`config.mk`:
```
export PLATFORM = sky130hd
export DESIGN_NAME = rtc_timer_flat
export DESIGN_NICKNAME = d
export VERILOG_FILES = /design/src/rtl/rtc_pkg.sv /design/src/rtl/rtc_timer_if.sv /design/src/rtl/rtc_prescaler.sv /design/src/rtl/rtc_timer.sv /design/src/flat_wrapper.sv
export SDC_FILE = /design/constraint.sdc
export NUM_CORES = 1
export LEC_CHECK = 0
export ABC_AREA = 1
export BUFFER_PORTS_ARGS = -buffer_cell sky130_fd_sc_hd__buf_2
export CAP_MARGIN = 20
export CORE_AREA = 2 2 99 101
export DETAILED_ROUTE_END_ITERATION = 10
export DIE_AREA = 0 0 101 103
export PLACE_DENSITY_LB_ADDON = 0.2
export SYNTH_ARGS = -nofsm -noshare
export SYNTH_HDL_FRONTEND = slang
export SYNTH_SLANG_ARGS = --single-unit
```
`constraint.sdc`:
```
create_clock -name i_eclk -period 3.9 [get_ports i_eclk]
set_clock_uncertainty 0.15 [all_clocks]
set_input_delay 0.78 -clock i_eclk [delete_from_list [all_inputs] [get_ports i_eclk]]
set_output_delay 0.78 -clock i_eclk [all_outputs]
set_load 0.03 [all_outputs]
```
`src/rtl/rtc_pkg.sv`:
```
// rtc_pkg -- shared register map, CTRL/STATUS bit positions and reset
// values for the MMU09 kernel-slot interval timer ($FE00-$FE1F).
package rtc_pkg;

   // Register index decoded from the low three address lines.
   typedef enum logic [2:0] {
      RTC_CTRL      = 3'd0,
      RTC_STATUS    = 3'd1,
      RTC_RELOAD_LO = 3'd2,
      RTC_RELOAD_HI = 3'd3,
      RTC_COUNT_LO  = 3'd4,
      RTC_COUNT_HI  = 3'd5,
      RTC_PRESCALE  = 3'd6,
      RTC_TICKS     = 3'd7
   } rtc_reg_e;

   // CTRL bit positions.
   localparam int unsigned RTC_CTRL_EN      = 0;
   localparam int unsigned RTC_CTRL_IE      = 1;
   localparam int unsigned RTC_CTRL_ONESHOT = 2;

   // STATUS bit positions.
   localparam int unsigned RTC_STATUS_PEND  = 0;

   // Reset values.
   localparam logic [15:0] RTC_RELOAD_RST   = 16'hFFFF;
   localparam logic [7:0]  RTC_PRESCALE_RST = 8'hFF;

   // Assemble the CTRL read-back byte from its individual bits.
   function automatic logic [7:0] rtc_ctrl_byte(input logic en,
                                                input logic ie,
                                                input logic oneshot);
      logic [7:0] b;
      b                   = '0;
      b[RTC_CTRL_EN]      = en;
      b[RTC_CTRL_IE]      = ie;
      b[RTC_CTRL_ONESHOT] = oneshot;
      return b;
   endfunction

endpackage

```
`src/rtl/rtc_timer_if.sv`:
```
// rtc_timer_if -- 6809-side register bus and interrupt line of the RTC slot.
// master: the CPU/decoder side; slave: the timer.
interface rtc_timer_if;

   logic       i_cs_n;
   logic       i_rw;
   logic [2:0] i_addr;
   logic [7:0] i_data;
   logic [7:0] o_data;
   logic       o_data_oe;
   logic       o_rtcirq_n;

   modport master (
      output i_cs_n, i_rw, i_addr, i_data,
      input  o_data, o_data_oe, o_rtcirq_n
   );

   modport slave (
      input  i_cs_n, i_rw, i_addr, i_data,
      output o_data, o_data_oe, o_rtcirq_n
   );

endinterface

```
`src/rtl/rtc_prescaler.sv`:
```
// rtc_prescaler -- 8-bit down-counter that divides the E clock.  While
// enabled it counts down; the cycle it sits at zero asserts o_tick, and the
// following edge reloads it from i_load_val.  i_load forces a reload.
module rtc_prescaler
   import rtc_pkg::*;
(
   input  logic       i_eclk,
   input  logic       i_reset,
   input  logic       i_en,
   input  logic       i_load,
   input  logic [7:0] i_load_val,
   output logic       o_tick
);

   logic [7:0] ps;

   assign o_tick = i_en & (ps == '0);

   // Down-count while enabled, reload on wrap or on explicit load.
   always_ff @(posedge i_eclk or negedge i_reset) begin
      if (!i_reset) begin
         ps <= RTC_PRESCALE_RST;
      end else if (i_load || o_tick) begin
         ps <= i_load_val;
      end else if (i_en) begin
         ps <= ps - 8'd1;
      end
   end

endmodule

```
`src/rtl/rtc_timer.sv`:
```
// rtc_timer -- periodic interval timer in the kernel I/O slot.  E clock is
// divided by PRESCALE+1 and then by RELOAD+1; each expiry sets PEND, bumps
// TICKS and drives the active-low FIRQ line when IE is set.
// Optional feature: define RTC_ONESHOT_EN to implement CTRL.ONESHOT.
module rtc_timer
   import rtc_pkg::*;
(
   input  logic        i_eclk,
   input  logic        i_reset,
   rtc_timer_if.slave  bus
);

   rtc_reg_e    reg_idx;
   logic        wr_en;
   logic        rd_en;
   logic        wr_ctrl;
   logic        wr_status;
   logic        wr_reload_lo;
   logic        wr_reload_hi;
   logic        wr_prescale;
   logic        rd_count_lo;

   logic        ctrl_en;
   logic        ctrl_ie;
   logic        ctrl_oneshot;
   logic        pend;
   logic [15:0] reload;
   logic [7:0]  hold;
   logic [7:0]  prescale;
   logic [15:0] count;
   logic [7:0]  count_hi_latch;
   logic [7:0]  ticks;

   logic [15:0] reload_next;
   logic        en_rise;
   logic        tick;
   logic        expiry;
   logic [7:0]  rd_data;

   // Bus decode: i_cs_n is not qualified by E, so strobes are level signals
   // sampled at the rising edge.
   assign reg_idx      = rtc_reg_e'(bus.i_addr);
   assign wr_en        = ~bus.i_cs_n & ~bus.i_rw;
   assign rd_en        = ~bus.i_cs_n &  bus.i_rw;
   assign wr_ctrl      = wr_en & (reg_idx == RTC_CTRL);
   assign wr_status    = wr_en & (reg_idx == RTC_STATUS);
   assign wr_reload_lo = wr_en & (reg_idx == RTC_RELOAD_LO);
   assign wr_reload_hi = wr_en & (reg_idx == RTC_RELOAD_HI);
   assign wr_prescale  = wr_en & (reg_idx == RTC_PRESCALE);
   assign rd_count_lo  = rd_en & (reg_idx == RTC_COUNT_LO);

   // A RELOAD_HI commit on the same edge as a reload must win, so every
   // counter load goes through this look-ahead value.
   assign reload_next = wr_reload_hi ? {bus.i_data, hold} : reload;
   assign en_rise     = wr_ctrl & bus.i_data[RTC_CTRL_EN] & ~ctrl_en;
   assign expiry      = tick & (count == '0);

   rtc_prescaler u_prescaler (
      .i_eclk     (i_eclk),
      .i_reset    (i_reset),
      .i_en       (ctrl_en),
      .i_load     (en_rise),
      .i_load_val (prescale),
      .o_tick     (tick)
   );

   // CTRL EN/IE: bus writes, then a one-shot expiry drops EN.
   always_ff @(posedge i_eclk or negedge i_reset) begin
      if (!i_reset) begin
         ctrl_en <= 1'b0;
         ctrl_ie <= 1'b0;
      end else begin
         if (wr_ctrl) begin
            ctrl_en <= bus.i_data[RTC_CTRL_EN];
            ctrl_ie <= bus.i_data[RTC_CTRL_IE];
         end
         if (expiry && ctrl_oneshot) begin
            ctrl_en <= 1'b0;
         end
      end
   end

`ifdef RTC_ONESHOT_EN
   // CTRL ONESHOT bit storage.
   always_ff @(posedge i_eclk or negedge i_reset) begin
      if (!i_reset) begin
         ctrl_oneshot <= 1'b0;
      end else if (wr_ctrl) begin
         ctrl_oneshot <= bus.i_data[RTC_CTRL_ONESHOT];
      end
   end
`else
   assign ctrl_oneshot = 1'b0;
`endif

   // PEND: set by expiry, cleared by writing 1; set wins a same-edge clear.
   always_ff @(posedge i_eclk or negedge i_reset) begin
      if (!i_reset) begin
         pend <= 1'b0;
      end else if (expiry) begin
         pend <= 1'b1;
      end else if (wr_status && bus.i_data[RTC_STATUS_PEND]) begin
         pend <= 1'b0;
      end
   end

   // RELOAD holding byte and atomic 16-bit commit, plus PRESCALE.
   always_ff @(posedge i_eclk or negedge i_reset) begin
      if (!i_reset) begin
         hold     <= '0;
         reload   <= RTC_RELOAD_RST;
         prescale <= RTC_PRESCALE_RST;
      end else begin
         if (wr_reload_lo) hold     <= bus.i_data;
         if (wr_reload_hi) reload   <= reload_next;
         if (wr_prescale)  prescale <= bus.i_data;
      end
   end

   // Main counter: load on enable, reload on expiry, else decrement per tick.
   always_ff @(posedge i_eclk or negedge i_reset) begin
      if (!i_reset) begin
         count <= '1;
      end else if (en_rise || expiry) begin
         count <= reload_next;
      end else if (tick) begin
         count <= count - 16'd1;
      end
   end

   // Expiry counter, wraps naturally at 8 bits.
   always_ff @(posedge i_eclk or negedge i_reset) begin
      if (!i_reset) begin
         ticks <= '0;
      end else if (expiry) begin
         ticks <= ticks + 8'd1;
      end
   end

   // COUNT_HI snapshot taken by a COUNT_LO read so the pair is coherent.
   always_ff @(posedge i_eclk or negedge i_reset) begin
      if (!i_reset) begin
         count_hi_latch <= '0;
      end else if (rd_count_lo) begin
         count_hi_latch <= count[15:8];
      end
   end

   // Combinational read mux; drives zero when not selected for read.
   always_comb begin
      rd_data = '0;
      if (rd_en) begin
         case (reg_idx)
            RTC_CTRL:      rd_data = rtc_ctrl_byte(ctrl_en, ctrl_ie, ctrl_oneshot);
            RTC_STATUS:    rd_data = {7'b0, pend};
            RTC_RELOAD_LO: rd_data = reload[7:0];
            RTC_RELOAD_HI: rd_data = reload[15:8];
            RTC_COUNT_LO:  rd_data = count[7:0];
            RTC_COUNT_HI:  rd_data = count_hi_latch;
            RTC_PRESCALE:  rd_data = prescale;
            RTC_TICKS:     rd_data = ticks;
            default:       rd_data = '0;
         endcase
      end
   end

   assign bus.o_data     = rd_data;
   assign bus.o_data_oe  = rd_en & i_eclk;
   assign bus.o_rtcirq_n = ~(pend & ctrl_ie);

endmodule

```
`src/flat_wrapper.sv`:
```
// flat-port wrapper written by rule: the top's interface ports become plain ports
module rtc_timer_flat import rtc_pkg::*;
  (i_eclk, i_reset, bus_i_cs_n, bus_i_rw, bus_i_addr, bus_i_data, bus_o_data, bus_o_data_oe, bus_o_rtcirq_n);
  rtc_timer_if bus_i ();
  input  logic i_eclk;
  input  logic i_reset;
  input wire logic [$bits(bus_i.i_cs_n)-1:0] bus_i_cs_n;
  input wire logic [$bits(bus_i.i_rw)-1:0] bus_i_rw;
  input wire logic [$bits(bus_i.i_addr)-1:0] bus_i_addr;
  input wire logic [$bits(bus_i.i_data)-1:0] bus_i_data;
  output wire logic [$bits(bus_i.o_data)-1:0] bus_o_data;
  output wire logic [$bits(bus_i.o_data_oe)-1:0] bus_o_data_oe;
  output wire logic [$bits(bus_i.o_rtcirq_n)-1:0] bus_o_rtcirq_n;
  assign bus_i.i_cs_n = bus_i_cs_n;
  assign bus_i.i_rw = bus_i_rw;
  assign bus_i.i_addr = bus_i_addr;
  assign bus_i.i_data = bus_i_data;
  assign bus_o_data = bus_i.o_data;
  assign bus_o_data_oe = bus_i.o_data_oe;
  assign bus_o_rtcirq_n = bus_i.o_rtcirq_n;
  rtc_timer u_core (.i_eclk(i_eclk), .i_reset(i_reset), .bus(bus_i));
endmodule
```
# Word-level counts from Yosys, hierarchy flattened
# Index checks and enable logic that the tools add are counted.
dict set report word_totals {
  reg_bits 75
  in_bits 15
  out_inout_bits 10
  elab_cells 56
}
dict set report op_classes {
  n_addsub 3
  eq_ne 7
  muxes 9
  n_bitwise 18
  reduce_logical 9
}
# op count
set op_table {}
lappend op_table {{$pmux 8 s8} 1}
lappend op_table {{$mux 16} 3}
lappend op_table {{$mux 8} 3}
lappend op_table {{$logic_not 16->1} 1}
lappend op_table {{$sub 16x1->16 const B} 1}
lappend op_table {{$and 1x1->1} 14}
lappend op_table {{$eq 3x3->1 const B} 4}
lappend op_table {{$add 8x1->8 const B} 1}
lappend op_table {{$logic_not 8->1} 1}
lappend op_table {{$sub 8x1->8 const B} 1}
lappend op_table {{$eq 3x2->1 const B} 2}
lappend op_table {{$reduce_bool 2->1} 3}
lappend op_table {{$not 1->1} 4}
lappend op_table {{$eq 3x1->1 const B} 1}
lappend op_table {{$logic_not 3->1} 1}
lappend op_table {{$logic_or 1x1->1} 2}
lappend op_table {{$mux 1} 2}
lappend op_table {{$logic_and 1x1->1} 1}

# Longest topological paths before layout
# Gate-level depths: netlist of the first run.
dict set report logic_depth {
  ltp_word 7
  depth_mapped 13
  mapped_depth_nobuf 13
}

# By module
# Synthesis of the first run repeated with hierarchy kept, for this count alone.
dict set report unflattened {
  hier_cells 602
  hier_area_um2 4558.1
}
# mod n_inst cells_per_inst area_each_um2 seq_area_each_um2
set by_module_without_submodules {}
lappend by_module_without_submodules {rtc_timer 1 501 3902.5 1726.7}
lappend by_module_without_submodules {rtc_prescaler 1 101 655.6 210.2}

==> metrics.md, run 1 <==
| Metric | Value |
|---|---|
| Initial detailed-routing violation count | `237` |
| Internal Power | `0.00175 W` |
| Stage delay of the slowest cell on the critical path | `180 ps` |
| Slowest stage cell on the critical path | `sky130_fd_sc_hd__clkbuf_8` |
| Pin count of the biggest net entering global routing | `76` |
| Initial antenna violation count | `0` |
| Portion of total power attributed to the clock network | `19.9%` |
| Switching pwr | `0.00126 W` |
| Number of failing setup endpoints in the final timing report | `0` |
| Slew of the pin with the lowest slew margin | `946 ps` |
| Worst-case register-to-register setup slack | `1840 ps` |
| Post-Synthesis Cells | `616` |
| Number of design rule violations left after detail routing | `0` |
| Vias per std cell | `5.34` |
| Part of the Yosys area used for sequential elements | `42.1%` |
| Arr. time, crit path | `2560 ps` |
| Cell breakdown of the critical path | `clkbuf_8 > clkbuf_8 > inv_1 > nor2_1 > buf_2` |
| HPWL after detailed placement | `9.35 mm` |
| Clk_lat worst skew | `370 ps` |
| Total number of vias | `4055` |
| IR Drop Worst-Case VDD | `0.311 mV` |
| Most common cell after layout, fill and taps aside | `sky130_fd_sc_hd__nand2_1` |
| Fin. Hold Viols | `0` |
| Prevailing post-synth register cell | `sky130_fd_sc_hd__dfstp_2` |
| Min setup slack post-route | `406 ps` |
| Cells taking the most area after synthesis | `sky130_fd_sc_hd__dfstp_2 (27%), sky130_fd_sc_hd__nand2_1 (15%), sky130_fd_sc_hd__dfrtp_1 (15%)` |
| CTS resizes | `0` |
| Maximum clock path buffer count | `2` |
| Most frequent cells in the layout | `sky130_fd_sc_hd__nand2_1 (189), sky130_fd_sc_hd__inv_1 (91), sky130_fd_sc_hd__nor2_1 (57), sky130_fd_sc_hd__dfstp_2 (48), sky130_fd_sc_hd__nand3_1 (41)` |
| Die ar. | `0.0104 sq mm` |
| Register share of total power | `44.4%` |
| Clock root buffer | `sky130_fd_sc_hd__clkbuf_8` |
| Non-filler cells in the finished layout | `759` |
| Total track usage | `26.1%` |
| Residual overflow from global routing | `0` |
| Die span in x | `101 um` |
| Drt wl/cell | `16.3 um` |
| CP bufs+invs | `4` |
| IO buf count | `24` |
| Number of enable-type register cells in the synthesized netlist | `0` |
| Leakage component of the power | `2.47 nW` |
| Post-CTS Setup Bufs | `0` |
| Distinct cell type count after synthesis | `37` |
| Tightest hold margin | `327 ps` |
| Net count, final | `659` |
| Switch share | `42.0%` |
| Dominant delay contributor by cell family on the critical path | `buffers and inverters` |
| Number of placement rows | `36` |
| Drt pass-1 iters | `5` |
| Starting density of the core | `48.7%` |
| Place WS | `784 ps` |
| Maximum fanout along the worst path | `15` |
| Run status | `complete, no violations` |
| Count of max-cap constraint violations | `0` |
| Power density over the cells | `610 mW/mm^2` |
| Synthesized net count | `635` |
| Total count of max-transition violations in the final report | `0` |
| Post-synthesis instance area | `0.00460 sq mm` |
| Global placer's final weighted congestion | `0.944` |
| Required time reported for the critical path endpoint | `2970 ps` |
| Core Footprint | `0.00946 sq mm` |
| H-Tree Level Count | `3` |
| Ratio of cells with drive above 1 in the final layout | `22.0%` |
| TritonCTS clock tree | `yes` |
| Yosys warning total | `0` |
| Number of placed cells counting well taps | `743` |
| Dominant cell type by count on the critical path | `sky130_fd_sc_hd__clkbuf_8` |
| Antenna-violating nets left | `0` |
| Clock edge transition at the registers on the reported setup and hold paths | `90 ps` |
| Via count of the first global-routing pass | `4025` |
| DIE HEIGHT | `103 um` |
| Final TNS setup | `0 ps` |
| Top-Level Pins | `25` |
| Async set or reset register ratio after synthesis | `100%` |
| Setup crit start kind | `clock port` |
| Area share of the largest cell type after synthesis | `27.4%` |
| First-pass GRT wire length | `20.5 mm` |
| Final total power | `0.00301 W` |
| Part of the power in combinational logic | `35.7%` |
| Wire length after detailed routing | `12.3 mm` |
| Worst-case headroom to the max-slew limit | `37.0%` |
| # diodes | `0` |
| Layout overhead on the synthesized area | `7.12%` |
| Unrepaired setup endpoints after global routing | `no` |
| Biggest area consumer among synthesized cells | `sky130_fd_sc_hd__dfstp_2` |
| Average cell area after synthesis | `7.47 sq um` |
| Total of hold buffers inserted after clock tree synthesis | `0` |
| Worst Setup End Kind | `output pin` |
| Synthesized flop and latch total | `75` |
| Worst min-delay path category | `flip-flop to flip-flop` |
| Total clock buffers created by CTS | `9` |
| Crit Path Category | `clock port to output pin` |
layer usage:
layer  routed length (um)  part of all wire (%)  global-route usage, %  vias up
li1                     -                     -                      -     1991
met1                 5600                    45                   34.5     1931
met2                 5640                    46                   41.5      104
met3                  597                   4.8                   4.61       29
met4                  509                   4.1                   13.1        0
met5                    0                     0                      0        -
path summary, 6_finish.rpt:
| kind | start | to | cells past startpoint |
|---|---|---|---|
| max in group asynchronous | i_reset | u_core.hold[3] | 1 |
| min in group asynchronous | i_reset | u_core.ticks[7] | 1 |
| hold / removal | u_core.count[0] | u_core.count[0] | 2 |
| setup reg to reg | u_core.count[0] | u_core.ticks[5] | 11 |
| hold reg to reg | u_core.count[0] | u_core.count[0] | 2 |
| setup / recovery | i_eclk | bus_o_data_oe | 5 |
kinds of logic (layout without fill, tap and decap cells):
kind of cell | after synthesis | count (layout) | synth area share [%]
buffers and inverters | 108 | 137 | 10.5
and+or+nand+nor | 326 | 326 | 31.3
adders and majority gates | 4 | 4 | 1.09
DFF | 75 | 75 | 42.1
xor gates and xnor gates | 12 | 12 | 2.28
AOI/OAI and AO/OA | 91 | 91 | 12.8
cell usage after synthesis, drive strengths merged (3+ instances only):
library cell    n
nand2         200
inv            97
nor2           66
o21ai          62
dfstp          48
nand3          44
dfrtp          27
buf            11
xor2           11
a21oi           9
o22ai           7
or2             7
nor3            5
ha              4
a22oi           3
o211ai          3
cell type report:
type / instances / area, sq um
inverter: 96 / 363
clock inverter: 8 / 58.8
tap: 114 / 143
sequential: 75 / 1940
timing repair buffer: 23 / 118
fill: 947 / 4530
multi-input combinational: 433 / 2180
clock buffer: 10 / 129
worst reg2reg max path: stages (launching register included):
cell and delay [ps]:
sky130_fd_sc_hd__dfstp_2 380, sky130_fd_sc_hd__inv_1 120, sky130_fd_sc_hd__ha_1 250, sky130_fd_sc_hd__inv_1 60, sky130_fd_sc_hd__nor2_1 130, sky130_fd_sc_hd__nand2_1 90, sky130_fd_sc_hd__inv_1 80, sky130_fd_sc_hd__nand2_1 90
sky130_fd_sc_hd__inv_1 100, sky130_fd_sc_hd__nand3_1 210, sky130_fd_sc_hd__o21ai_0 250, sky130_fd_sc_hd__nand2_1 70
registers in the layout, summed over array words and instances, names as in the netlist:
signal and flops:
u_core.count_hi_latch 8, u_core.hold 8, u_core.u_prescaler.ps 8, u_core.prescale 8
u_core.ticks 8, u_core.reload 16, u_core.count 16, u_core.ctrl_en 1
u_core.ctrl_ie 1, u_core.pend 1
through the flow:
stage          util, %  cell area [sq um]
2_1_floorplan        -               4600
3_3_place_gp      50.3               4750
3_5_place_dp      50.3               4750
4_1_cts           52.1               4930
5_1_grt           52.1               4930
6_report          52.1               4930
power by group through the flow:
stage / Sequential [W] / Combinational (W) / Clock, W
after detailed placement: 0.00134 / 0.00106 / 0.0000139
after floorplan: 0.00127 / 0.000837 / 0.0000115
after global routing: 0.00137 / 0.00124 / 0.000650
final: 0.00134 / 0.00107 / 0.000599
after global placement: 0.00134 / 0.00104 / 0.0000139
after CTS: 0.00133 / 0.00107 / 0.000611
No activity file was read; power rests on OpenSTA's default activity.
==> run 2: changes to the inputs <==
--- a/config.mk
+++ b/config.mk
@@ -14,4 +14,5 @@
 export PLACE_DENSITY_LB_ADDON = 0.2
 export SYNTH_ARGS = -nofsm -noshare
 export SYNTH_HDL_FRONTEND = slang
+export SYNTH_HIERARCHICAL = 1
 export SYNTH_SLANG_ARGS = --single-unit
==> metrics.md, run 2 <==
| Metric | Value |
|---|---|
| Run status | `complete, no violations` |
| Total number of vias | `3900 (-3.8%)` |
| CP bufs+invs | `4 (unchanged)` |
| Residual overflow from global routing | `0 (unchanged)` |
| Worst Setup End Kind | `output pin` |
| TritonCTS clock tree | `yes` |
| Leading cell type by number of instances after synthesis | `sky130_fd_sc_hd__nand2_1` |
| Power density over the cells | `598 mW/mm^2 (-2.0%)` |
| Clk_lat worst skew | `350 ps (-20 ps)` |
| HPWL after detailed placement | `8.49 mm (-9.3%)` |
| Biggest area consumer among synthesized cells | `sky130_fd_sc_hd__dfstp_2` |
| Arr. time, crit path | `2550 ps (about the same)` |
| Worst-case headroom to the max-slew limit | `58.0% (+21 points)` |
| Number of placement rows | `36 (unchanged)` |
| Tightest hold margin | `290 ps (-37.2 ps)` |
| Leading cell types by count after synthesis | `sky130_fd_sc_hd__nand2_1 (168), sky130_fd_sc_hd__inv_1 (69), sky130_fd_sc_hd__nor2_1 (59)` |
| Via count of the first global-routing pass | `3645 (-9.4%)` |
| Antenna-violating nets left | `0 (unchanged)` |
| Starting density of the core | `48.2% (-0.49 points)` |
| Number of fillers in the final layout | `924 (-2.4%)` |
| Crit Path Category | `clock port to output pin` |
| Synthesized net count | `621 (-2.2%)` |
| Switching pwr | `0.00110 W (-13%)` |
| Total of hold buffers inserted after clock tree synthesis | `0 (unchanged)` |
| Leakage component of the power | `2.39 nW (-3.3%)` |
| Vias per std cell | `5.23 (-2.0%)` |
| Worst-case register-to-register setup slack | `1200 ps (-640 ps)` |
| Cell breakdown of the critical path | `clkbuf_8 > clkbuf_8 > inv_1 > nor2_1 > buf_2` |
| Prevailing post-synth register cell | `sky130_fd_sc_hd__dfstp_2` |
| Cells taking the most area after synthesis | `sky130_fd_sc_hd__dfstp_2 (28%), sky130_fd_sc_hd__dfrtp_1 (15%), sky130_fd_sc_hd__nand2_1 (14%)` |
| Worst min-delay path category | `input port to asynchronous set/reset pin` |
| Yosys warning total | `6 (+6)` |
| Area share of the largest cell type after synthesis | `27.7% (+0.28 points)` |
| Number of enable-type register cells in the synthesized netlist | `0 (unchanged)` |
| Core Footprint | `0.00946 sq mm (unchanged)` |
| Dominant delay contributor by cell family on the critical path | `buffers and inverters` |
| # diodes | `0 (unchanged)` |
| Ratio of cells with drive above 1 in the final layout | `25.8% (+3.8 points)` |
| First-pass GRT wire length | `18.3 mm (-11%)` |
| Wire length after detailed routing | `11.0 mm (-11%)` |
| Part of the Yosys area used for sequential elements | `42.5% (+0.43 points)` |
| Fin area | `0.00495 sq mm (+0.30%)` |
| Global placer's final weighted congestion | `0.892 (-5.5%)` |
| Drt wl/cell | `14.8 um (-8.9%)` |
| Slowest stage cell on the critical path | `sky130_fd_sc_hd__clkbuf_8` |
| IO buf count | `24 (unchanged)` |
| Final total power | `0.00296 W (-1.7%)` |
| Die ar. | `0.0104 sq mm (unchanged)` |
| Die span in x | `101 um (unchanged)` |
| Initial antenna violation count | `0 (unchanged)` |
| IR Drop Worst-Case VDD | `0.295 mV (-5.4%)` |
| Layout overhead on the synthesized area | `8.54%` |
| Post-Synthesis Cells | `602 (-2.3%)` |
| Maximum clock path buffer count | `2 (unchanged)` |
| Synthesized flop and latch total | `75 (unchanged)` |
| Distinct cell type count after synthesis | `32 (-14%)` |
| Number of failing setup endpoints in the final timing report | `0 (unchanged)` |
| Part of the power in combinational logic | `30.6% (-5.1 points)` |
| DIE HEIGHT | `103 um (unchanged)` |
| Pin count of the biggest net entering global routing | `30 (-61%)` |
| Switch share | `37.0% (-5.0 points)` |
| Required time reported for the critical path endpoint | `2970 ps (about the same)` |
| Average cell area after synthesis | `7.57 sq um (+1.3%)` |
| Clock root buffer | `sky130_fd_sc_hd__clkbuf_8` |
| Initial detailed-routing violation count | `330 (+39%)` |
| Register share of total power | `44.3% (about the same)` |
| Fin. Hold Viols | `0 (unchanged)` |
| H-Tree Level Count | `3 (unchanged)` |
| Post-synthesis instance area | `0.00456 sq mm (-1.0%)` |
| Async set or reset register ratio after synthesis | `100% (unchanged)` |
| Unrepaired setup endpoints after global routing | `no` |
| Dominant cell type by count on the critical path | `sky130_fd_sc_hd__clkbuf_8` |
| Total track usage | `23.0% (-3.1 points)` |
| Final TNS setup | `0 ps (unchanged)` |
| Clock edge transition at the registers on the reported setup and hold paths | `80 ps (about the same)` |
| Stage delay of the slowest cell on the critical path | `180 ps (about the same)` |
| Most common cell after layout, fill and taps aside | `sky130_fd_sc_hd__nand2_1` |
| Post-CTS Setup Bufs | `0 (unchanged)` |
| Drt pass-1 iters | `5 (unchanged)` |
| Area post-placement | `0.00471 sq mm (-0.95%)` |
| Portion of total power attributed to the clock network | `25.1% (+5.2 points)` |
| CTS resizes | `0 (unchanged)` |
| Setup crit start kind | `clock port` |
| Internal Power | `0.00186 W (+6.7%)` |
| Count of max-cap constraint violations | `0 (unchanged)` |
| Slew of the pin with the lowest slew margin | `631 ps (-315 ps)` |
| Total clock buffers created by CTS | `9 (unchanged)` |
| Most frequent cells in the layout | `sky130_fd_sc_hd__nand2_1 (168), sky130_fd_sc_hd__inv_1 (69), sky130_fd_sc_hd__nor2_1 (59), sky130_fd_sc_hd__nand3_1 (53), sky130_fd_sc_hd__dfstp_2 (48)` |
| Total count of max-transition violations in the final report | `0 (unchanged)` |
| Top-Level Pins | `25 (unchanged)` |
| Number of design rule violations left after detail routing | `0 (unchanged)` |
| Net count, final | `645 (-2.1%)` |
| Maximum fanout along the worst path | `12 (-3)` |
| Registers with the most flip-flops | `u_core/count: 16 flops, u_core/reload: 16 flops` |
run 2: cell count changes after synthesis, sizes merged, moves of 4 or more:
cell,before,now
a21oi,9,19
inv,97,84
nand2,200,192
nand3,44,59
nand4,1,5
nor3,5,1
o21ai,62,55
or2,7,0
run 2: cell type report:
class / instances / area [sq um] / area share (%)
Tap cell: 114 / 143 / 2.88
Clock buffer: 10 / 129 / 2.60
Inverter: 84 / 318 / 6.42
Timing Repair Buffer: 25 / 130 / 2.63
Clock inverter: 8 / 119 / 2.40
Multi-Input combinational cell: 429 / 2170 / 43.9
Sequential cell: 75 / 1940 / 39.2
run 2: worst reg2reg max path, cell delays in order (launching register included):
cell and delay [ps]:
sky130_fd_sc_hd__dfrtp_1 530, sky130_fd_sc_hd__inv_1 170, sky130_fd_sc_hd__nor2_1 120, sky130_fd_sc_hd__nand2_1 60, sky130_fd_sc_hd__nor2_1 400, sky130_fd_sc_hd__inv_2 280
sky130_fd_sc_hd__nor2_1 260, sky130_fd_sc_hd__nand3_4 190, sky130_fd_sc_hd__nand2_4 220, sky130_fd_sc_hd__nand2_1 150, sky130_fd_sc_hd__nand3_2 100
run 2: layer usage:
layer  GRT usage (%)  wire length [um]  vias to the layer above
li1                -                 -                     1946
met1            32.7              5400                     1842
met2            36.3              4980                       95
met3            2.85               430                       17
met4            8.73               229                        0
met5               0                 0                        -
run 2: power by group through the flow:
stage	registers [W]	clock network [W]	logic, W
after CTS	0.00130	0.000760	0.000905
after global routing	0.00134	0.000796	0.00105
after floorplan	0.00125	0.0000115	0.000724
after global placement	0.00132	0.0000139	0.000880
after detailed placement	0.00132	0.0000139	0.000901
final	0.00131	0.000743	0.000905
run 2: final timing paths:
| path | from | to | cells past startpoint |
|---|---|---|---|
| max in group asynchronous | i_reset | u_core/count[10] | 2 |
| max reg2reg | u_core/ctrl_en | u_core/count[8] | 10 |
| min in group i_eclk | u_core/hold[3] | u_core/hold[3] | 2 |
| min reg2reg | u_core/hold[3] | u_core/hold[3] | 2 |
| max | i_eclk | bus_o_data_oe | 5 |
| min | i_reset | u_core/hold[0] | 1 |
run 2: cell families (layout without fill, tap and decap cells):
group / count (synthesis) / after routing / synth area share, %
compound gates: 83 / 83 / 10.8
xor+xnor: 15 / 15 / 2.88
fa+ha+maj: 4 / 4 / 1.10
buf+inv: 98 / 127 / 9.85
flops: 75 / 75 / 42.5
mux: 1 / 1 / 0.247
simple gates: 326 / 326 / 32.6
run 2: per-stage QoR:
| stage | std cells | util, % | worst slack [ps] |
|---|---|---|---|
| 2_1_floorplan | 602 | - | 869 |
| 3_3_place_gp | 729 | 49.8 | 787 |
| 3_5_place_dp | 729 | 49.8 | 787 |
| 4_1_cts | 745 | 52.3 | 399 |
| 5_1_grt | 745 | 52.3 | 384 |
| 6_report | 745 | 52.3 | 419 |
